`src/rtl/sram_arb_pkg.sv`:
```
// Shared types and sizes for the three-port SRAM request arbiter.
package sram_arb_pkg;

  localparam int NREQ  = 3;
  localparam int CNT_W = 8;

  typedef enum logic [1:0] {
    IDLE = 2'd0,
    BUSY = 2'd1,
    RESP = 2'd2
  } state_t;

endpackage

```
`src/rtl/arb_rr_pick.sv`:
```
// Combinational round-robin picker: searches ptr+1, ptr+2, ptr (mod NREQ).
module arb_rr_pick
  import sram_arb_pkg::*;
(
  input  logic [NREQ-1:0] req,
  input  logic [1:0]      ptr,
  output logic [NREQ-1:0] gnt,
  output logic [1:0]      idx
);

  always_comb begin
    logic found;
    int   c;
    gnt   = '0;
    idx   = '0;
    found = 1'b0;
    c     = 0;
    for (int k = 1; k <= NREQ; k++) begin
      c = (int'(ptr) + k) % NREQ;
      if (!found && req[c]) begin
        gnt[c] = 1'b1;
        idx    = 2'(c);
        found  = 1'b1;
      end
    end
  end

endmodule

```
`src/rtl/sram_req_arbiter.sv`:
```
// Round-robin arbiter in front of the single SRAM request port, with a
// timeout watchdog that aborts transactions the memory never completes.
//
// state | meaning
// IDLE  | no owner; pick a winner from req and launch its command
// BUSY  | mem_* frozen for the owner; wait for mem_done or timeout
// RESP  | one-cycle done/err/rdata to the owner; no arbitration
module sram_req_arbiter
  import sram_arb_pkg::*;
#(
  parameter int AW      = 19,
  parameter int DW      = 8,
  parameter int TIMEOUT = 255
) (
  input  logic                 clk,
  input  logic                 clr,
  input  logic [NREQ-1:0]      req,
  input  logic [NREQ-1:0]      we,
  input  logic [NREQ*AW-1:0]   addr,
  input  logic [NREQ*DW-1:0]   wdata,
  output logic [NREQ-1:0]      gnt,
  output logic [NREQ-1:0]      done,
  output logic                 err,
  output logic [DW-1:0]        rdata,
  output logic                 mem_req,
  output logic                 mem_we,
  output logic [AW-1:0]        mem_addr,
  output logic [DW-1:0]        mem_wdata,
  input  logic                 mem_done,
  input  logic [DW-1:0]        mem_rdata
);

  localparam logic [CNT_W-1:0] TO_CNT = CNT_W'(TIMEOUT);

  state_t            state;
  logic [1:0]        ptr;
  logic [1:0]        own;
  logic [CNT_W-1:0]  cnt;
  logic [NREQ-1:0]   pick_gnt;
  logic [1:0]        pick_idx;

  arb_rr_pick u_pick (
    .req (req),
    .ptr (ptr),
    .gnt (pick_gnt),
    .idx (pick_idx)
  );

  always_ff @(posedge clk or negedge clr) begin
    if (!clr) begin
      state     <= IDLE;
      ptr       <= 2'd2;
      own       <= '0;
      cnt       <= '0;
      gnt       <= '0;
      done      <= '0;
      err       <= 1'b0;
      rdata     <= '0;
      mem_req   <= 1'b0;
      mem_we    <= 1'b0;
      mem_addr  <= '0;
      mem_wdata <= '0;
    end else begin
      case (state)
        IDLE: begin
          if (|req) begin
            gnt       <= pick_gnt;
            own       <= pick_idx;
            mem_req   <= 1'b1;
            mem_we    <= we[pick_idx];
            mem_addr  <= addr[pick_idx*AW +: AW];
            mem_wdata <= wdata[pick_idx*DW +: DW];
            cnt       <= '0;
            state     <= BUSY;
          end
        end
        BUSY: begin
          // A completion in the same cycle as the terminal count wins.
          if (mem_done) begin
            mem_req <= 1'b0;
            done    <= gnt;
            rdata   <= mem_we ? '0 : mem_rdata;
            err     <= 1'b0;
            ptr     <= own;
            state   <= RESP;
          end else if (cnt == TO_CNT) begin
            mem_req <= 1'b0;
            done    <= gnt;
            rdata   <= '0;
            err     <= 1'b1;
            ptr     <= own;
            state   <= RESP;
          end else if (cnt != '1) begin
            cnt <= cnt + CNT_W'(1);
          end
        end
        RESP: begin
          done  <= '0;
          err   <= 1'b0;
          rdata <= '0;
          gnt   <= '0;
          state <= IDLE;
        end
        default: state <= IDLE;
      endcase
    end
  end

endmodule
```
`config.mk`:
```
export PLATFORM = sky130hd
export DESIGN_NAME = sram_req_arbiter
export DESIGN_NICKNAME = d
export VERILOG_FILES = /design/src/rtl/sram_arb_pkg.sv /design/src/rtl/arb_rr_pick.sv /design/src/rtl/sram_req_arbiter.sv
export SDC_FILE = /design/constraint.sdc
export NUM_CORES = 1
export LEC_CHECK = 0
export BUFFER_PORTS_ARGS = -buffer_cell sky130_fd_sc_hd__buf_2
export CAP_MARGIN = 20
export CORE_MARGIN = 2
export CORE_UTILIZATION = 32
export DETAILED_ROUTE_END_ITERATION = 10
export SYNTH_ARGS = -nofsm -noshare
export SYNTH_HDL_FRONTEND = slang
export SYNTH_SLANG_ARGS = --single-unit
```
`constraint.sdc`:
```
create_clock -name clk -period 4.95 [get_ports clk]
set_input_delay 1.485 -clock clk [delete_from_list [all_inputs] [get_ports clk]]
set_output_delay 1.485 -clock clk [all_outputs]
set_load 0.05 [all_outputs]
```
Word-level counts from Yosys, hierarchy flattened
Index checks and enable logic that the tools add are counted.

word-level totals
  input bits = 98
  latch bits = 0
  bits in read-only memories = 0
  RAM bits = 0
  memories = 0
  word-level logic and storage cells = 112
  register bits after elaboration = 58
  output and inout bits = 44

operators by class
  div/mod/pow operators = 3
  equality and inequality tests = 9
  reduce and logical (&&, ||, !) cells = 20
  shift operators = 2
  multiply operators = 1
  mux-type cells = 52
  bitwise operators = 2
  magnitude comparators = 7
  $add $sub $neg = 4

operators by type and width
  kind                                                                count
  greater-or-equal comparator 32 x 1 -> 1 bit, second input constant  3
  < comparator 32 x 4 -> 1 bit, second input constant                 3
  remainder unit 32 x 3 -> 32 bit, second input constant              3
  variable part select 57 x 8 -> 19 bit                               1
  2-to-1 mux 8 bit                                                    7
  one-hot mux 8 bit (2 select lines)                                  2
  variable part select 24 x 6 -> 8 bit                                1
  2-to-1 mux 3 bit                                                    6
  2-to-1 mux 1 bit                                                    17
  2-to-1 mux 2 bit                                                    8
  one-hot mux 3 bit (2 select lines)                                  2
  AND reduction 2 bit                                                 5
  adder 8 x 1 -> 8 bit, second input constant                         1
  binary-select mux 1 bit (select 2 bit)                              4
  == test 8 bit, second input constant                                1
  inequality test 2 bit, second input constant                        4
  inequality test 8 bit, second input constant                        1
  nonzero test 2 bit                                                  4
  multiplier 2 x 5 -> 7 bit, second input constant                    1
  adder 2 x 2 -> 3 bit, second input constant                         2
  demux 1 bit (select 2 bit)                                          3
  bitwise OR 3 bit                                                    2
  logical AND 1 bit                                                   5
  AND reduction 5 bit                                                 1
  other kinds (11)                                                    13

Longest topological paths before layout
  word-level depth = 14
  depth in mapped cells = 11
  mapped depth without buffers = 8

Cells and area by module
From an unflattened synthesis, not the netlist that was laid out.

unflattened totals
  cells, all modules = 347
  area total of the unflattened synthesis = 3,184.3 µm²

by module, submodules not included
  module            cells an instance  seq. area each (µm²)  area an instance (µm²)  instances
  sram_req_arbiter  312                1,452.6               2,925.3                 1
  arb_rr_pick       35                 0.0                   259.0                   1

Worst setup path before layout
No wires, ideal clock.

  path kind = input to register
  from = input port req[1]
  to = register mem_we
  library setup time = 0.127 ns
  arrival time = 2.759 ns
  buffers on the path = 3
  path slack = 2.064 ns
  stages = 9
  data required time = 4.823 ns
  cell sequence = buf_4 -> nand2b_1 -> nand3_1 -> a21o_1 -> a311oi_2 -> nand2b_1 -> buf_4 -> buf_4 -> o22ai_1

between the ends
  cells in the longest elaborated chain, start to end = 12
  elaborated cells between the ends (all ways) = 22
  classes of those cells = 16 x mux; 6 x reduce/logical

ends and longest elaborated chain
  item                                                 RTL line                text
  from (decl)                                          sram_req_arbiter.sv:17  input logic [NREQ-1:0] req,
  binary-select mux 1 bit (select 2 bit)               arb_rr_pick.sv:20       if (!found && req[c]) begin
  2-to-1 mux 1 bit (implied by the code) (2 in a row)  arb_rr_pick.sv:20
  2-to-1 mux 1 bit                                     arb_rr_pick.sv:20
  zero test 1 bit                                      arb_rr_pick.sv:20
  logical AND 1 bit                                    arb_rr_pick.sv:20
  2-to-1 mux 1 bit                                     arb_rr_pick.sv:20
  zero test 1 bit                                      arb_rr_pick.sv:20
  logical AND 1 bit                                    arb_rr_pick.sv:20
  2-to-1 mux 2 bit                                     arb_rr_pick.sv:20
  binary-select mux 1 bit (select 2 bit)               sram_req_arbiter.sv:70  mem_we <= we[pick_idx];
  2-to-1 mux 1 bit (implied by the code)               sram_req_arbiter.sv:70
  to (signal assigned)                                 sram_req_arbiter.sv:70
  to (decl)                                            sram_req_arbiter.sv:26  output logic mem_we,

Parallel ways exist; a longest one is shown, timed or not. The select of a mux whose other input is x is not followed.
A chain may end at the register's enable or synchronous reset.

Worst setup path after layout
  from = input port req[1]
  to = register mem_wdata[5]

between the ends
  cells in the longest elaborated chain, start to end = 11
  elaborated cells between the ends (all ways) = 21
  classes of those cells = 1 x shift; 14 x mux; 6 x reduce/logical

ends and longest elaborated chain
  item                                                 RTL line                text
  binary-select mux 1 bit (select 2 bit)               arb_rr_pick.sv:20
  2-to-1 mux 1 bit (implied by the code) (2 in a row)  arb_rr_pick.sv:20
  2-to-1 mux 1 bit                                     arb_rr_pick.sv:20
  zero test 1 bit                                      arb_rr_pick.sv:20
  logical AND 1 bit                                    arb_rr_pick.sv:20
  2-to-1 mux 1 bit                                     arb_rr_pick.sv:20
  zero test 1 bit                                      arb_rr_pick.sv:20
  logical AND 1 bit                                    arb_rr_pick.sv:20
  2-to-1 mux 2 bit                                     arb_rr_pick.sv:20
  variable part select 24 x 6 -> 8 bit                 sram_req_arbiter.sv:72  mem_wdata <= wdata[pick_idx*DW +: DW];
  to (signal assigned)                                 sram_req_arbiter.sv:72
  to (decl)                                            sram_req_arbiter.sv:28  output logic [DW-1:0] mem_wdata,

Parallel ways exist; a longest one is shown, timed or not. The select of a mux whose other input is x is not followed.

==> metrics.csv <==
stage,metric,value,unit
logic_synthesis,Mapped Cells,316,
drt,Vias/cell,5.05,
logic_synthesis,Post-synth EDFFs,0,
drt,WL/cell,15.0,um
sta,Setup TNS Final,0,ps
clock_tree,CTS Buf Count,9,
flow_run,Max Cap Violations,0,
pwr,static leakage,2.08,nW
drt,DRC viols,0,
sta,fin crit share,67.3,%
floorplan,Die H,102,um
clock_tree,Post-CTS Setup Inserts,0,
worst_setup_path,Most common cell on crit path,mux2i_1,
floorplan,I/O pin count,142,
worst_setup_path,CP Launch Point,req[1],
clock_tree,H-tree levels,3,
worst_setup_path,CP Data Required Time,5150,ps
sta,max_slew headroom,34.5,%
sta,Worst-Margin Slew,982,ps
placed_design,HPWL after DPL,6370,um
logic_synthesis,YS warnings,0,
grt,Total Routing Usage GR,16.4,%
placed_design,Buffers on Ports,141,
grt,pin count of the biggest net entering global routing,36,
grt,first-pass GRT wire length,13300,um
min_path,Hold Crit Class,register to register,
drt,Initial DRC Count,171,
logic_synthesis,Netlist Area Pre-Place,3070,sq um
sta,final setup fails,0,
logic_synthesis,"Primary FF master, synth",dfrtp_1,
clock_tree,Clock Path Buffers,2,
final_layout,Ant. Diodes,0,
worst_setup_path,crit-path cells,buf_2 -> mux2i_1 -> o21ai_2 -> nor2_1 -> o22ai_4 -> buf_4 -> mux2i_1 -> o22ai_1,
logic_synthesis,distinct cell type count after synthesis,42,
sta,RSZ-0062 raised after global routing,false,
logic_synthesis,"Seq/Total Area, Yosys",47.4,%
min_path,Worst Hold Launch,own[1],
sta,f_max,300,MHz
sta,final hold slack,487,ps
final_layout,fin area,4090,sq um
drt,DRT antenna net count,0,
logic_synthesis,Yosys reg bits,58,
grt,initial antenna violation count,0,
floorplan,initial core utilization,33.0,%
final_layout,layout cell share with drive strength beyond 1,36.9,%
clock_tree,Clock Sink Count,58,
clock_tree,clk slew on worst S/H paths,60,ps
floorplan,Cell Rows,35,
clock_tree,clk_lat worst skew,330,ps
worst_setup_path,Critical Setup Path Class,input pin to register,
clock_tree,hold buffer count at CTS,0,
floorplan,die width,102,um
sta,max-slew violation count,0,
final_layout,Area Growth Syn to Fin,33.3,%
placed_design,Final Wtd Congestion,0.829,
drt,vias,2967,
worst_setup_path,Worst Path Buf+Inv,2,
final_layout,Total Nets Final,556,
worst_setup_path,"delay-heaviest family, CP",compound AO/OA/AOI/OAI gates,
worst_setup_path,worst-path fanout max,21,
worst_setup_path,Crit path arrival time,3530,ps
sta,Clock Skew,8.99,ps
logic_synthesis,fraction of registers with async set/reset,100,%
status,status,"finished, final reports clean",
worst_setup_path,crit path launch type,input pin,
floorplan,core area,9280,sq um
clock_tree,CTS tree,yes,
sta,Tmin final,3330,ps
drt,final WL,8800,um
worst_setup_path,worst r2r src,ptr[1],
worst_setup_path,Critical Path Max Stage Delay,730,ps
logic_synthesis,"Net Count, Synth",419,
floorplan,die area,10400,sq um
clock_tree,CTS resizes,0,
logic_synthesis,Synth Area per Inst,9.70,sq um
pwr,PwrDens,872,nW/um^2
worst_setup_path,Slowest cell on crit path,o22ai_4,
drt,DR pass1 iterations,6,
grt,gr ovfl total,0,
worst_setup_path,CP Capture Type,register,
pwr,Peak VDD IR,0.390,mV
sta,Final Hold Fails,0,
grt,vias in the first global route,2700,
clock_tree,clk root buf,clkbuf_8,
placed_design,DP Area,3860,sq um
-- synthesized netlist by cell type (all sizes together), types with 2 or more instances --
cell | count | share of area [%]
nor2 | 42 | 5.1
xor2 | 4 | 1.1
a221oi | 2 | 0.57
o21ai | 14 | 2.4
a22o | 8 | 2.3
nor2b | 2 | 0.41
a21oi | 33 | 5.4
inv | 6 | 0.73
nand2b | 5 | 1.0
a21o | 2 | 0.49
dfrtp | 57 | 47
mux2i | 32 | 10
nand3b | 2 | 0.49
buf | 12 | 3.5
clkbuf | 10 | 1.2
ha | 5 | 2.0
nor3 | 2 | 0.49
o22ai | 30 | 6.3
nand3 | 10 | 1.6
and3 | 3 | 0.61
nand2 | 21 | 2.6
-- kinds of logic after synthesis --
kind of cell / after synthesis / synth area share, %
fa+ha+maj: 5 / 2.04
buf+inv: 28 / 5.47
compound gates: 97 / 19.9
simple gates: 91 / 13.3
mux: 32 / 10.4
xor+xnor: 5 / 1.43
flops: 58 / 47.4
-- report_power, final --
part           switching [mW]  total, mW  leakage (nW)  internal (mW)
clock network           0.188      0.484         0.109          0.296
logic                    1.55       2.26          1.26          0.714
registers               0.125      0.820         0.711          0.694
total                    1.86       3.56          2.08           1.70
-- area by class of cell --
type                            count  area (sq um)
Inverter                            6          22.5
Sequential cell                    58          1450
Clock inverter                      5          77.6
Multi-Input combinational cell    230          1470
Tap cell                          129           161
Timing Repair Buffer              148           762
Fill cell                         961          5200
Clock buffer                       11           141
-- worst reg2reg max path, cell delays in order (launching register included) --
cell,delay (ps)
dfstp_2,550
ha_1,360
nand3b_1,300
o21ai_2,150
nor2_1,110
o22ai_4,730
buf_4,350
mux2i_1,260
o22ai_1,100
-- metrics by stage --
stage	total power [mW]	cells	setup slack, ps	util, %
after global routing	3.80	587	1440	44.0
after floorplan	2.64	316	2060	-
after detailed placement	3.09	570	898	41.5
after CTS	3.59	586	1230	43.9
after global placement	3.05	570	922	41.5
final	3.56	587	1620	44.0
-- state kept, by name (all words and copies together), names as in the netlist --
signal and count:
mem_req 1, gnt 3, ptr 2, rdata 8
cnt 8, state 2, own 2, err 1
done 3, mem_we 1, mem_wdata 8, mem_addr 19
-- cell usage in the layout (no fill, tap or decap), types with 2 or more instances in the layout --
cell type,netlist,final
nand3_1,10,10
nor2_1,42,42
mux2i_1,32,32
nand3b_1,2,2
bufinv_16,0,2
a21o_1,2,2
o22ai_1,29,29
a221oi_1,2,2
nand2_1,21,21
dfrtp_1,57,57
nor2b_1,2,2
ha_1,5,5
clkinv_2,0,2
a22o_1,8,8
a21oi_1,33,33
nand2b_1,5,5
buf_4,6,6
inv_1,6,6
o21ai_0,12,12
xor2_1,4,4
buf_2,2,141
and3_1,3,3
clkbuf_8,0,10
-- per-layer routing --
layer | up-vias | wire length, um | global-route usage (%)
met2 | 151 | 4020 | 27.0
met5 | - | 0 | 0
met4 | 0 | 145 | 5.33
met1 | 1380 | 3870 | 21.5
met3 | 18 | 763 | 3.90
li1 | 1418 | - | -
-- worst paths after layout --
path                                 to  slack [ps]  cells past startpoint
setup / recovery           mem_wdata[5]        1620                      8
hold / removal                   own[1]         490                      2
setup reg to reg           mem_wdata[5]        1920                      8
hold reg to reg                  own[1]         490                      2
max in group asynchronous        ptr[1]        2850                      2
min in group asynchronous  mem_wdata[3]        1170                      1
No activity file was read; power rests on OpenSTA's default activity.
